### src/rtl/count_dir_pkg.sv
// count_dir_pkg: shared FSM state and step class encodings
package count_dir_pkg;

    typedef enum logic [1:0] {
        EMPTY  = 2'd0,
        ACQ    = 2'd1,
        LOCKED = 2'd2
    } state_e;

    typedef enum logic [1:0] {
        UP   = 2'd0,
        DOWN = 2'd1,
        HOLD = 2'd2,
        BAD  = 2'd3
    } step_e;

endpackage

### src/rtl/step_classifier.sv
// step_classifier: classifies the modulo-2^N difference between two samples
module step_classifier
    import count_dir_pkg::*;
#(
    parameter int N = 2
) (
    input  logic [N-1:0] prev,
    input  logic [N-1:0] cur,
    output step_e        cls
);

    logic [N-1:0] delta;

    // delta wraps naturally in N bits, so 3->0 reads as +1 and 0->3 as -1
    always_comb begin
        delta = cur - prev;
        cls = (delta == N'(1))      ? UP   :
              (delta == {N{1'b1}})  ? DOWN :
              (delta == '0)         ? HOLD : BAD;
    end

endmodule

### src/rtl/count_direction_detector.sv
// count_direction_detector: recovers up/down direction from an observed count stream
module count_direction_detector
    import count_dir_pkg::*;
#(
    parameter int N        = 2,
    parameter int LOCK_LEN = 2
) (
    input  logic         clk,
    input  logic         rst,
    input  logic         sample_en,
    input  logic [N-1:0] count_in,
    output logic         up_or_down,
    output logic         locked,
    output logic         step_err,
    output logic         dir_change,
    output logic         stall
);

    step_e        cls;
    state_e       state_q, state_d;
    logic [3:0]   run_q, run_d, run_nx;
    logic [N-1:0] prev_q, prev_d;
    logic         cand_q, cand_d;
    logic         up_q, up_d;
    logic         locked_q, locked_d;
    logic         err_q, err_d;
    logic         chg_q, chg_d;
    logic         stall_q, stall_d;
    logic         is_step, step_dir;

    step_classifier #(.N(N)) u_cls (
        .prev (prev_q),
        .cur  (count_in),
        .cls  (cls)
    );

    // next-state: acquire a run of same-direction steps, then track reversals while locked
    always_comb begin
        state_d  = state_q;
        run_d    = run_q;
        prev_d   = prev_q;
        cand_d   = cand_q;
        up_d     = up_q;
        locked_d = locked_q;
        err_d    = 1'b0;
        chg_d    = 1'b0;
        stall_d  = 1'b0;
        is_step  = (cls == UP) || (cls == DOWN);
        step_dir = (cls == UP);
        run_nx   = (run_q == 4'd0 || step_dir == cand_q) ? run_q + 4'd1 : 4'd1;
        if (sample_en) begin
            prev_d = count_in;
            case (state_q)
                EMPTY: begin
                    run_d   = 4'd0;
                    state_d = ACQ;
                end
                ACQ: begin
                    if (is_step) begin
                        run_d  = run_nx;
                        cand_d = step_dir;
                        if (run_nx == 4'(LOCK_LEN)) begin
                            state_d  = LOCKED;
                            up_d     = step_dir;
                            locked_d = 1'b1;
                        end
                    end else if (cls == HOLD) begin
                        stall_d = 1'b1;
                    end else begin
                        err_d = 1'b1;
                        run_d = 4'd0;
                    end
                end
                LOCKED: begin
                    if (is_step) begin
                        chg_d = step_dir != up_q;
                        up_d  = step_dir;
                    end else if (cls == HOLD) begin
                        stall_d = 1'b1;
                    end else begin
                        err_d    = 1'b1;
                        locked_d = 1'b0;
                        run_d    = 4'd0;
                        state_d  = ACQ;
                    end
                end
                default: state_d = EMPTY;
            endcase
        end
    end

    // state and output registers; reset discards the previous sample
    always_ff @(posedge clk) begin
        if (rst) begin
            state_q  <= EMPTY;
            run_q    <= 4'd0;
            prev_q   <= '0;
            cand_q   <= 1'b1;
            up_q     <= 1'b1;
            locked_q <= 1'b0;
            err_q    <= 1'b0;
            chg_q    <= 1'b0;
            stall_q  <= 1'b0;
        end else begin
            state_q  <= state_d;
            run_q    <= run_d;
            prev_q   <= prev_d;
            cand_q   <= cand_d;
            up_q     <= up_d;
            locked_q <= locked_d;
            err_q    <= err_d;
            chg_q    <= chg_d;
            stall_q  <= stall_d;
        end
    end

    assign up_or_down = up_q;
    assign locked     = locked_q;
    assign step_err   = err_q;
    assign dir_change = chg_q;
    assign stall      = stall_q;

endmodule

### config.mk
export PLATFORM = sky130hd
export DESIGN_NAME = count_direction_detector
export DESIGN_NICKNAME = d
export VERILOG_FILES = /design/src/rtl/count_dir_pkg.sv /design/src/rtl/step_classifier.sv /design/src/rtl/count_direction_detector.sv
export SDC_FILE = /design/constraint.sdc
export NUM_CORES = 1
export LEC_CHECK = 0
export ABC_AREA = 1
export CAP_MARGIN = 25
export CORE_MARGIN = 1
export CORE_UTILIZATION = 47
export CTS_BUF_LIST = sky130_fd_sc_hd__clkbuf_4 sky130_fd_sc_hd__clkbuf_8
export DETAILED_ROUTE_END_ITERATION = 10
export PLACE_DENSITY = 0.69
export SYNTH_ARGS = -nofsm -noshare
export SYNTH_HDL_FRONTEND = slang
export SYNTH_HIERARCHICAL = 1
export SYNTH_SLANG_ARGS = --single-unit
### constraint.sdc
create_clock -name clk -period 2.2 [get_ports clk]
set_clock_uncertainty 0.2 [all_clocks]
set_input_delay 0.33 -clock clk [delete_from_list [all_inputs] [get_ports clk]]
set_output_delay 0.33 -clock clk [all_outputs]
set_load 0.02 [all_outputs]
### After elaboration in Yosys (flattened, before gate mapping)

Cells that the tools add are included.

* add/sub/neg operators: 2
* eq/ne operators: 14
* muxes and demuxes: 24
* bitwise gates (word level): 4
* reduce and logical (&&, ||, !) cells: 16

Operators by type and width (count)
* $mux 4: 4
* $mux 2: 6
* $pmux 4 s3: 1
* $mux 1: 10
* $ne 2x2->1 const B: 5
* $reduce_and 5->1: 2
* $reduce_or 4->1: 2
* $eq 2x1->1 const B: 3
* $eq 2x2->1 const B: 3
* $logic_not 2->1: 3
* $pmux 2 s3: 1
* $reduce_and 3->1: 2
* $reduce_and 6->1: 1
* $add 4x1->4 const B: 1
* $eq 4x2->1 const B: 1
* $logic_not 4->1: 1
* $not 1->1: 4
* $pmux 1 s2: 2
* $reduce_bool 3->1: 1
* $logic_or 1x1->1: 2
* $reduce_bool 2->1: 1
* $reduce_or 2->1: 1
* $sub 2x2->2: 1
* $eq 1x1->1: 1
* $ne 1x1->1: 1

* register bits after elaboration: 14
* bits of input ports: 5
* output and inout bits: 5
* logic and storage cells: 69

### Depth between registers and ports, before layout

Gate-level depths: netlist (run 1).

* word-level depth: 13
* depth in mapped cells: 14
* mapped depth without buffers: 14

### Modules after synthesis

Netlist (run 1), hierarchy kept.

Modules (own cells, without submodules)
* count_direction_detector: instances 1, cells an instance 112, area an instance 829.5 sq um, seq. area each 280.3 sq um
* step_classifier: instances 1, cells an instance 11, area an instance 51.3 sq um, seq. area each 0.0 sq um

### Worst setup path after synthesis (run 1)

OpenSTA, ideal clock, no wires.

* path kind: input -> register
* from: input count_in[0]
* to: register up_q, in the netlist up_or_down
* library setup time: 0.121 ns
* arrival: 1.536 ns
* required time: 1.879 ns
* path slack: 0.343 ns
* stages on the path: 12
* path buffers: 0
* cells stage by stage: inv_1 ha_1 nand3_1 nand2_1 nor2_4 nand2_2 nand3_4 nand3_2 o21bai_4 nand2_1 nand2_1 nand3_1

* longest elaborated chain between the ends: 12
* elaborated cells on any way between the ends: 22
* classes of those cells: add/sub (1); eq/ne (8); mux (8); reduce/logical (5)

RTL lines
* start, declared: RTL line count_direction_detector.sv:11 `input logic [N-1:0] count_in,`
* $sub 2x2->2 (*): RTL line step_classifier.sv:16 `delta = cur - prev;`
* $logic_not 2->1: RTL line step_classifier.sv:19 `(delta == '0) ? HOLD : BAD;`
* $mux 1: RTL line step_classifier.sv:19
* $mux 2: RTL line step_classifier.sv:18 `(delta == {N{1'b1}}) ? DOWN :`
* $mux 2 (*): RTL line step_classifier.sv:17 `cls = (delta == N'(1)) ? UP :`
* named net cls[0]: RTL line count_direction_detector.sv:19 `step_e cls;`
* $logic_not 2->1: RTL line count_direction_detector.sv:48, count_direction_detector.sv:49
* $eq 1x1->1: RTL line count_direction_detector.sv:50 `run_nx = (run_q == 4'd0 || step_dir == cand_q) ? run_q + 4'd1 : 4'd1;`
* $logic_or 1x1->1: RTL line count_direction_detector.sv:50
* $mux 4: RTL line count_direction_detector.sv:50
* $eq 4x2->1: RTL line count_direction_detector.sv:62 `if (run_nx == 4'(LOCK_LEN)) begin`
* $ne 2x2->1 (no source line)
* $reduce_and 5->1 (no source line)
* end signal, assigned: RTL line count_direction_detector.sv:109 `up_q <= up_d;`
* end, declared: RTL line count_direction_detector.sv:24 `logic up_q, up_d;`

The timed path passes the listed nets; every way through them passes the cells marked *. The select of a mux whose other input is x is not followed.
A chain may end at the register's enable or synchronous reset.

### Worst setup path in the final report (run 1)

* from: input count_in[1]
* to: register up_q, in the netlist up_or_down

The elaborated chain is that of the path after synthesis.

==> metrics.csv, run 1 <==
metric,value,unit
GRT Residual Overflow,0,
row count,15,
Hold Crit Class,primary input to register,
HPWL Detailed,1460,um
GR met2 Demand/Resource,0.351,
max-slew violations,0,
Initial Util,0.505,
wire per inst,10.8,um
"Req. time, crit path",2.17,ns
Slew @ Worst Pin,0.289,ns
Util after Layout,0.660,
"Seq/Total Area, Yosys",0.318,
synthesized flop and latch total,14,
floorplan core area,1750,um2
Max IR drop VDD,0.000529,V
outcome,completed,
maximum clock insertion buffer count,2,
"commonest cells after routing, fill and taps aside","21 x nand2_1, 20 x nor2_1, 16 x buf_4, 14 x dfxtp_1, 11 x inv_1",
I/O pin count,10,
CP max stage delay,0.50,ns
CTS tree,yes,
# diodes,0,
chip height,45.3,um
Max-Slew Margin vs Limit,0.806,
gr usage total,0.214,
Final nets,164,
Mean Syn Cell Area,7.16,um2
Residual DRC,0,
Top Usage Layer GRT,met2,
cell area after synthesis,881,um2
worst-skew pair later-pin latency,0.28,ns
Syn Nets,135,
routed vias,826,
Tot Pwr,636,uW
initial antenna violation count,0,
Worst setup SP type,primary input,
Final Cell Area,1150,um2
first-pass GRT wire length,3130,um
Final setup viols,0,
die area,2050,um2
Final min period,2.04,ns
PD cells,552,nW/um2
CP max-delay cell,clkdlybuf4s50_1,
Unique masters post-synth,25,
DIE WIDTH,45.3,um
Final Wtd Congestion,0.826,
crit path capture type,register,
Final Hold Fails,0,
final non-filler cell total,175,
H-tree levels,1,
Fillers,158,
dpl cell area,1100,um2
post-placement cell count,171,
"Top cell by count, worst path",nand2_1,
critical path class,primary input to register,
Initial DRT Pass Iterations,4,
Lkg Pwr,0.000507,uW
drt first-iter violations,9,
CTS buffer count,3,
largest net degree at the start of global routing,9,
Fmax,490,MHz
met3 Use GR,0.0360,
Via density,4.72,
Ys Warns,6,
vias in the first global route,733,
final hold slack,0.147,ns
Max Cap Viol,0,
clk slew on worst S/H paths,0.08,ns
"Period Utilization, post-route",0.928,
"critical path fanouts, max",7,
post-route ant nets,0,
met1 global-route usage,0.274,
Clk Tree Root Cell,clkbuf_4,
worst path cell trace,clkdlybuf4s50_1 -> inv_1 -> nand2_1 -> nand2_1 -> nand2_1 -> nand2_2 -> o21ai_2 -> nand3_4 -> nand2_2 -> nand2_2 -> o21bai_4 -> nand2_1 -> nand2_1 -> nand3_1,
Layout area overhead,30.8,%
crit path DAT,2.01,ns
Clock Sinks,14,
synthesized instance count,123,
share of post-route cells with drive strength above 1,0.253,
IO Port Bufs,9,
routed wire length,1900,um
"commonest non-fill, non-tap cell in the layout",nand2_1,
RSZ-0062 raised after global routing,no,
layout make-up:
class                      instances  area (um2)  share of cell area
sequential                        14         280               0.243
inverter                          16        60.1              0.0521
tap                               25        31.3              0.0271
multi-input combinational         92         546               0.473
timing repair buffer              25         213               0.185
clock buffer                       3        22.5              0.0195
flip-flops by register name (all words and copies together) (netlist names):
signal and flops:
run_q 4, step_err 1, prev_q 2, up_or_down 1, dir_change 1, cand_q 1
stall 1, state_q 2, locked 1
timing repair:
item	CTS	global route
buffers inserted	0	1
gates resized for setup	0	5
endpoints found under the setup margin	0	7
hold buffers	0	0
synth_stat cells (all sizes together):
cell type  instances  share of area
a211oi             1         0.0085
a21oi              9          0.055
buf                1          0.013
dfxtp             14           0.32
ha                 7          0.099
inv               16          0.068
nand2             25           0.12
nand3             14          0.099
nand4              2          0.014
nor2              21          0.098
nor3               3          0.023
o21ai              6          0.038
o21bai             2          0.030
xnor2              1         0.0099
xor2               1         0.0099
worst paths after layout:
kind	startpoint	to	slack [ns]	cells past startpoint
worst max-delay path	count_in[1]	up_or_down	0.16	14
worst min-delay path	count_in[0]	prev_q[0]	0.15	3
worst max register to register	prev_q[0]	up_or_down	0.33	9
worst min register to register	locked	locked	0.30	2
metal layers:
layer | vias to the layer above | wire, um
met5 | - | 0
met1 | 353 | 949
met2 | 14 | 856
li1 | 455 | -
met4 | 0 | 34
met3 | 4 | 56
cells by family after synthesis:
kind of cell             Yosys count  share of synthesized area
AO/OA/AOI/OAI                     18                      0.132
XOR/XNOR                           2                     0.0199
adder cells (fa/ha/maj)            7                     0.0994
buffers and inverters             17                     0.0810
flip-flops                        14                      0.318
AND/OR/NAND/NOR                   65                      0.349
through the flow:
| stage | setup TNS [ns] | worst slack [ns] |
|---|---|---|
| after global placement | -1.28 | -0.194 |
| final | 0 | 0.158 |
| after floorplan | 0 | 0.343 |
| after global routing | 0 | 0.00749 |
| after detailed placement | -1.68 | -0.244 |
| after CTS | 0 | 0.0368 |
critical path, delay by kind of cell:
family	cells	cell delay (ns)
AOI/OAI and AO/OA	2	0.41
and+or+nand+nor	10	0.71
buffers and inverters	2	0.55
report_power, final:
| group | switching, uW | internal [uW] |
|---|---|---|
| sequential | 11.4 | 268 |
| combinational | 113 | 97.7 |
| clock | 82.2 | 63.5 |
Power figures use the tool's default switching activity.
==> inputs of run 2 (changes only) <==
PLACE_DENSITY = 0.71   (was 0.69)
clock period = 1.8 ns   (was 2.2 ns; I/O delays follow)
==> run 2 against run 1 <==
Cell count rose by 3.4%. Combinational power rose by 31%. Clock-buffer cell count rose by 1. Via count rose by 6.2%. Design area rose by 9.1%. Die area did not move. Sequential share of layout area fell by 1.6 points. Non-clock buffer count rose by 5. Global-route usage rose by 2.7 points. Flip-flop and latch count did not move. Power rose by 35%. Critical endpoint is now run_q[1].
==> metrics.csv, run 2 (synthesized netlist as in run 1, its figures left out) <==
metric,value,unit,change
Max-Slew Margin vs Limit,0.799,,was 0.806
Final Worst Setup Slack,0.00204,ns,was 0.158 ns
Final min period,1.80,ns,
max-slew violations,0,,unchanged
dpl cell area,1110,um2,was 1100 um2
"Period Utilization, post-route",0.999,,
share of post-route cells with drive strength above 1,0.359,,was 0.253
vias in the first global route,850,,was 733
Largest Register,run_q,,unchanged
wire per inst,11.3,um,was 10.8 um
largest net degree at the start of global routing,9,,unchanged
largest registers,"run_q (4), prev_q (2), state_q (2)",,unchanged
IO Port Bufs,9,,unchanged
Residual DRC,0,,unchanged
crit path DAT,1.77,ns,was 2.01 ns
maximum clock insertion buffer count,2,,unchanged
chip height,45.3,um,unchanged
RSZ-0062 raised after global routing,yes,,was no
Fillers,138,,was 158
outcome,completed,,unchanged
Fmax,556,MHz,
DIE WIDTH,45.3,um,unchanged
H-tree levels,1,,unchanged
Layout area overhead,42.8,%,was 30.8%
drt first-iter violations,9,,unchanged
crit path capture type,register,,unchanged
Initial Util,0.505,,unchanged
gr usage total,0.241,,was 0.214
Hold Crit Class,primary input to register,,unchanged
worst-skew pair later-pin latency,0.29,ns,was 0.28 ns
Slew @ Worst Pin,0.299,ns,was 0.289 ns
Final nets,169,,was 164
Clk Tree Root Cell,clkbuf_4,,unchanged
critical path class,register to register,,was primary input to register
Clock Sinks,14,,unchanged
Worst setup SP type,register,,was primary input
Max IR drop VDD,0.000517,V,was 0.000529 V
CTS buffer count,3,,unchanged
Initial DRT Pass Iterations,4,,unchanged
Via density,4.85,,was 4.72
HPWL Detailed,1510,um,was 1460 um
Final Cell Area,1260,um2,was 1150 um2
Final Wtd Congestion,0.834,,was 0.826
CTS tree,yes,,unchanged
routed vias,877,,was 826
"Req. time, crit path",1.77,ns,was 2.17 ns
PD cells,682,nW/um2,was 552 nW/um2
floorplan core area,1750,um2,unchanged
dpl ws,-0.593,ns,was -0.244 ns
clk slew on worst S/H paths,0.10,ns,was 0.08 ns
number of flip-flops in the largest register,4,,unchanged
GRT Residual Overflow,0,,unchanged
routed wire length,2050,um,was 1900 um
I/O pin count,10,,unchanged
Final setup viols,0,,unchanged
Final Hold Fails,0,,unchanged
Max Cap Viol,0,,unchanged
"critical path fanouts, max",4,,was 7
# diodes,0,,unchanged
"commonest cells after routing, fill and taps aside","21 x buf_4, 19 x nor2_1, 18 x nand2_1, 10 x inv_1, 10 x dfxtp_1",,"was 21 x nand2_1, 20 x nor2_1, 16 x buf_4, 14 x dfxtp_1, 11 x inv_1"
die area,2050,um2,unchanged
post-route ant nets,0,,unchanged
first-pass GRT wire length,3510,um,was 3130 um
Util after Layout,0.720,,was 0.660
Worst R2R Setup Slack,0.002,ns,was 0.33 ns
Lkg Pwr,0.000536,uW,was 0.000507 uW
initial antenna violation count,0,,unchanged
"commonest non-fill, non-tap cell in the layout",buf_4,,was nand2_1
row count,15,,unchanged
-- run 2: cell types whose count changed in the layout (fill, tap and decap cells not counted), sizes merged --
cell | before | now
clkdlybuf4s50 | 8 | 6
clkbuf | 3 | 4
dlygate4sd2 | 0 | 2
buf | 16 | 21
-- run 2: area by class of cell --
cell class	instances	area, um2	share of cell area
Multi-Input combinational cell	92	597	0.475
Tap cell	25	31.3	0.0249
Clock buffer	4	36.3	0.0289
Inverter	16	60.1	0.0478
Timing Repair Buffer	30	248	0.197
Sequential cell	14	285	0.227
-- run 2: critical path, cell delays in order, from the launching register on --
cell and delay (ns):
dfxtp_2 0.36, ha_4 0.14, inv_2 0.03, nand2_2 0.07, nand2_4 0.07, o21ai_4 0.14
nand3_4 0.12, buf_4 0.15, buf_4 0.12, buf_4 0.13, nand3_1 0.08, a21oi_1 0.06
-- run 2: report_power, final --
| group | switching (uW) | internal (uW) | leakage [uW] |
|---|---|---|---|
| sequential | 14.4 | 329 | 0.000116 |
| combinational | 149 | 127 | 0.000400 |
| clock | 115 | 123 | 0.0000210 |
| total | 279 | 579 | 0.000536 |
-- run 2: final timing paths --
| kind | start | end | depth (start not counted) |
|---|---|---|---|
| setup / recovery | prev_q[0] | run_q[1] | 11 |
| hold / removal | count_in[0] | prev_q[0] | 3 |
| setup reg to reg | prev_q[0] | run_q[1] | 11 |
| hold reg to reg | locked | locked | 2 |
-- run 2: repair_timing --
| action | in CTS | in global routing |
|---|---|---|
| resized for setup | 12 | 11 |
| setup buffers | 4 | 1 |
| pin swaps | 6 | 5 |
| cloned | 0 | 0 |
| setup endpoints to repair | 9 | 9 |
| hold endpoints to repair | 0 | 0 |
| hold buffers | 0 | 0 |
-- run 2: stage by stage --
stage | hold WS (ns) | TNS [ns] | std cells | total power [uW]
after global routing | 0.230 | -0.568 | 181 | 910
final | 0.171 | 0 | 181 | 858
after floorplan | 0.139 | 0 | 123 | 500
after CTS | 0.171 | -0.117 | 180 | 849
after global placement | 0.274 | -4.31 | 172 | 588
after detailed placement | 0.282 | -4.87 | 172 | 594
-- run 2: per-layer routing --
metal / part of all wire / vias up / track usage
li1: - / 466 / -
met1: 0.48 / 396 / 0.295
met2: 0.49 / 11 / 0.417
met3: 0.022 / 4 / 0.0360
met4: 0.012 / 0 / 0.0970
met5: 0 / - / 0
